$ cat src/rtl/btb_update_ctrl.sv
// BTB write sequencer: buffers branch resolutions, filters them into
// install/invalidate writes and runs full-table invalidates on flush.
module btb_update_ctrl #(
    parameter int PCW      = 30,
    parameter int NENTRIES = 4,
    parameter int IDXW     = 2,
    parameter int QDEPTH   = 2,
    parameter int CNTW     = 16
) (
    input  logic                CLK,
    input  logic                nRST,
    input  logic                res_valid,
    output logic                res_ready,
    input  logic [PCW-1:0]      res_pc,
    input  logic [PCW-1:0]      res_target,
    input  logic                res_taken,
    input  logic                res_hit,
    input  logic                flush_req,
    output logic                flush_busy,
    output logic                flush_done,
    output logic                btb_we,
    output logic [IDXW-1:0]     btb_idx,
    output logic                btb_valid,
    output logic [PCW-IDXW-1:0] btb_tag,
    output logic [PCW-1:0]      btb_target,
    input  logic                btb_wr_ack,
    output logic [CNTW-1:0]     install_cnt
);

    localparam int PTRW = $clog2(QDEPTH);

    typedef enum logic [1:0] {
        IDLE,
        FLUSH_WAIT,
        FLUSH
    } state_t;

    typedef struct packed {
        logic                valid;
        logic [IDXW-1:0]     idx;
        logic [PCW-IDXW-1:0] tag;
        logic [PCW-1:0]      target;
    } wr_t;

    wr_t             q [QDEPTH];
    logic [PTRW:0]   wptr;
    logic [PTRW:0]   rptr;
    state_t          state;
    logic            flush_pend;
    logic [IDXW-1:0] fidx;
    logic            done_q;
    logic [CNTW-1:0] cnt;

    logic empty;
    logic full;
    logic in_flush;
    logic enq;
    logic fire;
    logic deq;
    wr_t  head;
    wr_t  new_wr;

    always_comb begin
        empty    = (wptr == rptr);
        full     = (wptr[PTRW] != rptr[PTRW]) &&
                   (wptr[PTRW-1:0] == rptr[PTRW-1:0]);
        in_flush = (state == FLUSH);
        head     = q[rptr[PTRW-1:0]];

        res_ready = (state == IDLE) && !full && !flush_pend;
        enq       = res_valid && res_ready && (res_taken || res_hit);

        new_wr.valid  = res_taken;
        new_wr.idx    = res_pc[IDXW-1:0];
        new_wr.tag    = res_pc[PCW-1:IDXW];
        new_wr.target = res_taken ? res_target : '0;

        btb_we     = in_flush || !empty;
        btb_idx    = '0;
        btb_valid  = 1'b0;
        btb_tag    = '0;
        btb_target = '0;
        if (in_flush) begin
            btb_idx = fidx;
        end else if (!empty) begin
            btb_idx    = head.idx;
            btb_valid  = head.valid;
            btb_tag    = head.tag;
            btb_target = head.target;
        end

        fire = btb_we && btb_wr_ack;
        deq  = fire && !in_flush;

        flush_busy  = flush_pend;
        flush_done  = done_q;
        install_cnt = cnt;
    end

    // Entry storage needs no reset; it is only observed behind the pointers.
    always_ff @(posedge CLK) begin
        if (enq) begin
            q[wptr[PTRW-1:0]] <= new_wr;
        end
    end

    always_ff @(posedge CLK) begin
        if (!nRST) begin
            wptr       <= '0;
            rptr       <= '0;
            state      <= IDLE;
            flush_pend <= 1'b0;
            fidx       <= '0;
            done_q     <= 1'b0;
            cnt        <= '0;
        end else begin
            done_q <= 1'b0;
            if (fire && btb_valid && (cnt != {CNTW{1'b1}})) begin
                cnt <= cnt + 1'b1;
            end
            unique case (state)
                IDLE: begin
                    wptr <= wptr + (PTRW+1)'(enq);
                    rptr <= rptr + (PTRW+1)'(deq);
                    if (flush_req) begin
                        flush_pend <= 1'b1;
                        state      <= FLUSH_WAIT;
                        // Head already written: nothing is in flight, drop the rest.
                        if (deq) begin
                            wptr <= wptr;
                            rptr <= wptr;
                        end
                    end
                end
                FLUSH_WAIT: begin
                    if (empty || fire) begin
                        rptr  <= wptr;
                        fidx  <= '0;
                        state <= FLUSH;
                    end
                end
                FLUSH: begin
                    if (fire) begin
                        if (fidx == IDXW'(NENTRIES-1)) begin
                            state      <= IDLE;
                            flush_pend <= 1'b0;
                            done_q     <= 1'b1;
                        end else begin
                            fidx <= fidx + 1'b1;
                        end
                    end
                end
                default: state <= IDLE;
            endcase
        end
    end

endmodule

$ cat config.mk
export PLATFORM = sky130hd
export DESIGN_NAME = btb_update_ctrl
export DESIGN_NICKNAME = d
export VERILOG_FILES = /design/src/rtl/btb_update_ctrl.sv
export SDC_FILE = /design/constraint.sdc
export NUM_CORES = 1
export LEC_CHECK = 0
export ABC_AREA = 1
export CAP_MARGIN = 25
export CORE_MARGIN = 2
export CORE_UTILIZATION = 50
export CTS_CLUSTER_DIAMETER = 200
export CTS_CLUSTER_SIZE = 12
export DETAILED_ROUTE_END_ITERATION = 6
export PLACE_DENSITY = 0.8
export SYNTH_ARGS = -nofsm -noshare
export SYNTH_HDL_FRONTEND = slang
export SYNTH_SLANG_ARGS = --single-unit
$ cat constraint.sdc
create_clock -name CLK -period 3.8 [get_ports CLK]
set_input_delay 0.95 -clock CLK [delete_from_list [all_inputs] [get_ports CLK]]
set_output_delay 0.95 -clock CLK [all_outputs]
set_load 0.01 [all_outputs]
==> flow_metrics.env <==
export IMPL_coreArea_mm2=0.0125
export IMPL_globalplace_congestion=0.890
export IMPL_layout_drive_gt1_share_pct=6.45
export IMPL_timing_hold_violations_final=0
export IMPL_arrival_ns=2.56
export IMPL_cap_violations=0
export IMPL_holdBufCountCts=0
export IMPL_initial_core_util_pct=50.6
export IMPL_cts_tree="done"
export IMPL_avgViaCountPerCell=5.18
export IMPL_area_growth_pct=35.2
export IMPL_worst_pin_slew_ns=0.911
export IMPL_numCtsBuffers=17
export IMPL_ys_warn_count=0
export IMPL_die_y_um=116
export IMPL_final_area_mm2=0.00853
export IMPL_rr_endpoint="install_cnt[13]$_SDFFE_PN0P_"
export IMPL_slew_headroom_pct=38.9
export IMPL_numPortBuffers=147
export IMPL_reg2reg_setup_slack_ns=1.55
export IMPL_setup_violations_final=0
export IMPL_ant_nets=0
export IMPL_final_cell_mix="202 x nand2_1, 147 x clkdlybuf4s50_1, 122 x edfxtp_1"
export IMPL_ys_seq_area_share_pct=66.6
export IMPL_final_common_cell="nand2_1"
export IMPL_cp_required_ns=2.85
export IMPL_die_w_um=116
export IMPL_ys_flop_type="edfxtp_1"
export IMPL_n_antenna_cell=0
export IMPL_hold_path_class="flip-flop to flip-flop"
export IMPL_htree_levels=4
export IMPL_synthCells=617
export IMPL_post_route_period_util_pct=92.3
export IMPL_wl_um=14800
export IMPL_period_needed_ns=3.51
export IMPL_drc_errors=0
export IMPL_rsz0062_at_grt="false"
export IMPL_p_leak_nw=3.20
export IMPL_cts_resized=0
export IMPL_die_area_mm2=0.0135
export IMPL_synth_async_reset_ratio_pct=0
export IMPL_ys_types=33
export IMPL_cts_sinks=149
export IMPL_drtIter0Drc=463
export IMPL_fin_skew_ns=0.00947
export IMPL_startpoint_type="flip-flop"
export IMPL_synth_edf_count=122
export IMPL_placementRows=41
export IMPL_ios=148
export IMPL_grt_pass1_vias=4649
export IMPL_placed_cell_area_mm2=0.00797
export IMPL_ir_drop_mv=0.360
export IMPL_nets=834
export IMPL_end_kind="output port"
export IMPL_fillers=921
export IMPL_grt_usage_pct=21.7
export IMPL_synthesis_nets=688
export IMPL_clock_path_buffers=2
export IMPL_stdcell_count=947
export IMPL_antenna_found_initial=0
export IMPL_overflow=0
export IMPL_status="complete, no violations"
export IMPL_cp_max_fo=60
export IMPL_cts_root_buf="clkbuf_16"
export IMPL_crit_type="flip-flop to output port"
export IMPL_grt_max_degree=63
export IMPL_grt_pass1_wl_um=22100
export IMPL_max_freq_mhz=285
export IMPL_clkLatencyLatePin_ns=0.42
export IMPL_cts_clk_slew_worst_paths_ns=0.06
export IMPL_dr_pass1_iters=7
export IMPL_startpoint="wptr[0]$_SDFFE_PN0P_"
export IMPL_syn_area_mm2=0.00631
export IMPL_yosys_register_bits=149
export IMPL_slew_violations=0
export IMPL_endpoint="btb_target[26]"
export IMPL_wl_per_cell_um=15.6
export IMPL_p_per_area_mw_per_mm2=663
export IMPL_vias=4909
export IMPL_placed_cells=916
export IMPL_tns_ns=0
export IMPL_postCtsSetupRepairBufs=0
export IMPL_syn_avg_cell_area_um2=10.2
export IMPL_hold_path_startpoint="flush_busy$_SDFFE_PN0P_"
export IMPL_dp_final_hpwl_um=9590
export IMPL_ff2ff_path_depth=6
## worst max-delay path, cell delays in order, from the launching register on
cell and delay [ns]:
dfxtp_1 0.44, inv_2 0.07, nand2_1 0.08, nand2_2 0.08
nand2_4 0.12, nand2_4 0.37, a21oi_1 0.36, clkdlybuf4s50_1 0.59
## cells in the mapped netlist (2+ instances only)
library cell	number	share of area [%]
nand4_1	5	0.50
nand3_1	17	1.3
buf_2	5	0.40
inv_1	51	3.0
or2_1	2	0.20
edfxtp_1	122	58
a21oi_1	81	6.4
dfxtp_1	27	8.6
o21ai_0	10	0.79
nand2_2	2	0.20
xor2_1	6	0.83
o21ai_1	4	0.32
nor2_2	2	0.20
nand2_4	3	0.54
clkbuf_1	19	1.1
xnor2_1	4	0.55
nor3_1	7	0.55
ha_1	4	0.79
nand2_1	202	12
inv_2	6	0.36
nor2_1	26	1.5
## worst min path at each step
stage                                   end  slack, ns  depth (start not counted)
CTS                 flush_busy$_SDFFE_PN0P_       0.49                          2
finish              flush_busy$_SDFFE_PN0P_       0.49                          2
detailed placement  flush_busy$_SDFFE_PN0P_       0.48                          2
floorplan              fidx[0]$_SDFFE_PN0P_       0.48                          2
global route        flush_busy$_SDFFE_PN0P_       0.51                          2
global placement    flush_busy$_SDFFE_PN0P_       0.48                          2
## logic make-up after synthesis
kind of cell	count (synthesis)	share of synthesized area [%]
simple gates	270	17.8
compound gates	100	8.13
flops	149	66.6
mux	1	0.159
xor+xnor	10	1.39
buf+inv	83	5.15
fa+ha+maj	4	0.793
## power breakdown
group	leakage, nW	internal (mW)	switching (mW)
registers	1.35	1.98	0.0972
logic	1.58	0.864	1.09
clock network	0.277	1.01	0.617
total	3.20	3.86	1.80
## layer usage
layer	part of all wire [%]	global-route usage [%]	vias to the layer above	routed length [µm]
li1	-	-	2352	-
met1	40	26.1	2299	5860
met2	49	35.5	221	7230
met3	8.3	7.01	37	1230
met4	3.0	10.6	0	450
met5	0	0	-	0
## per-stage QoR
stage | total power, mW | hold WS [ns] | utilization [%] | setup WS (ns)
5_1_grt | 5.92 | 0.510 | 68.5 | 0.122
2_1_floorplan | 3.07 | 0.481 | - | 0.652
4_1_cts | 5.68 | 0.488 | 68.5 | 0.309
6_report | 5.66 | 0.490 | 68.5 | 0.294
3_3_place_gp | 4.03 | 0.476 | 63.9 | 0.816
3_5_place_dp | 4.05 | 0.477 | 63.9 | 0.783
## sequential cells by signal, indices dropped and copies added (netlist names), named ones only
register     count
flush_busy       1
fidx             2
flush_done       1
install_cnt     16
state            2
rptr             2
wptr             2
q              122
## area by class of cell
class	count	area [µm²]	area share [%]
Clock buffer	18	429	5.03
Clock inverter	13	140	1.64
Inverter	57	214	2.51
Multi-Input combinational cell	385	1790	21.0
Sequential cell	149	4210	49.3
Tap cell	172	215	2.52
Timing Repair Buffer	153	1540	18.1
Power figures use the tool's default switching activity.
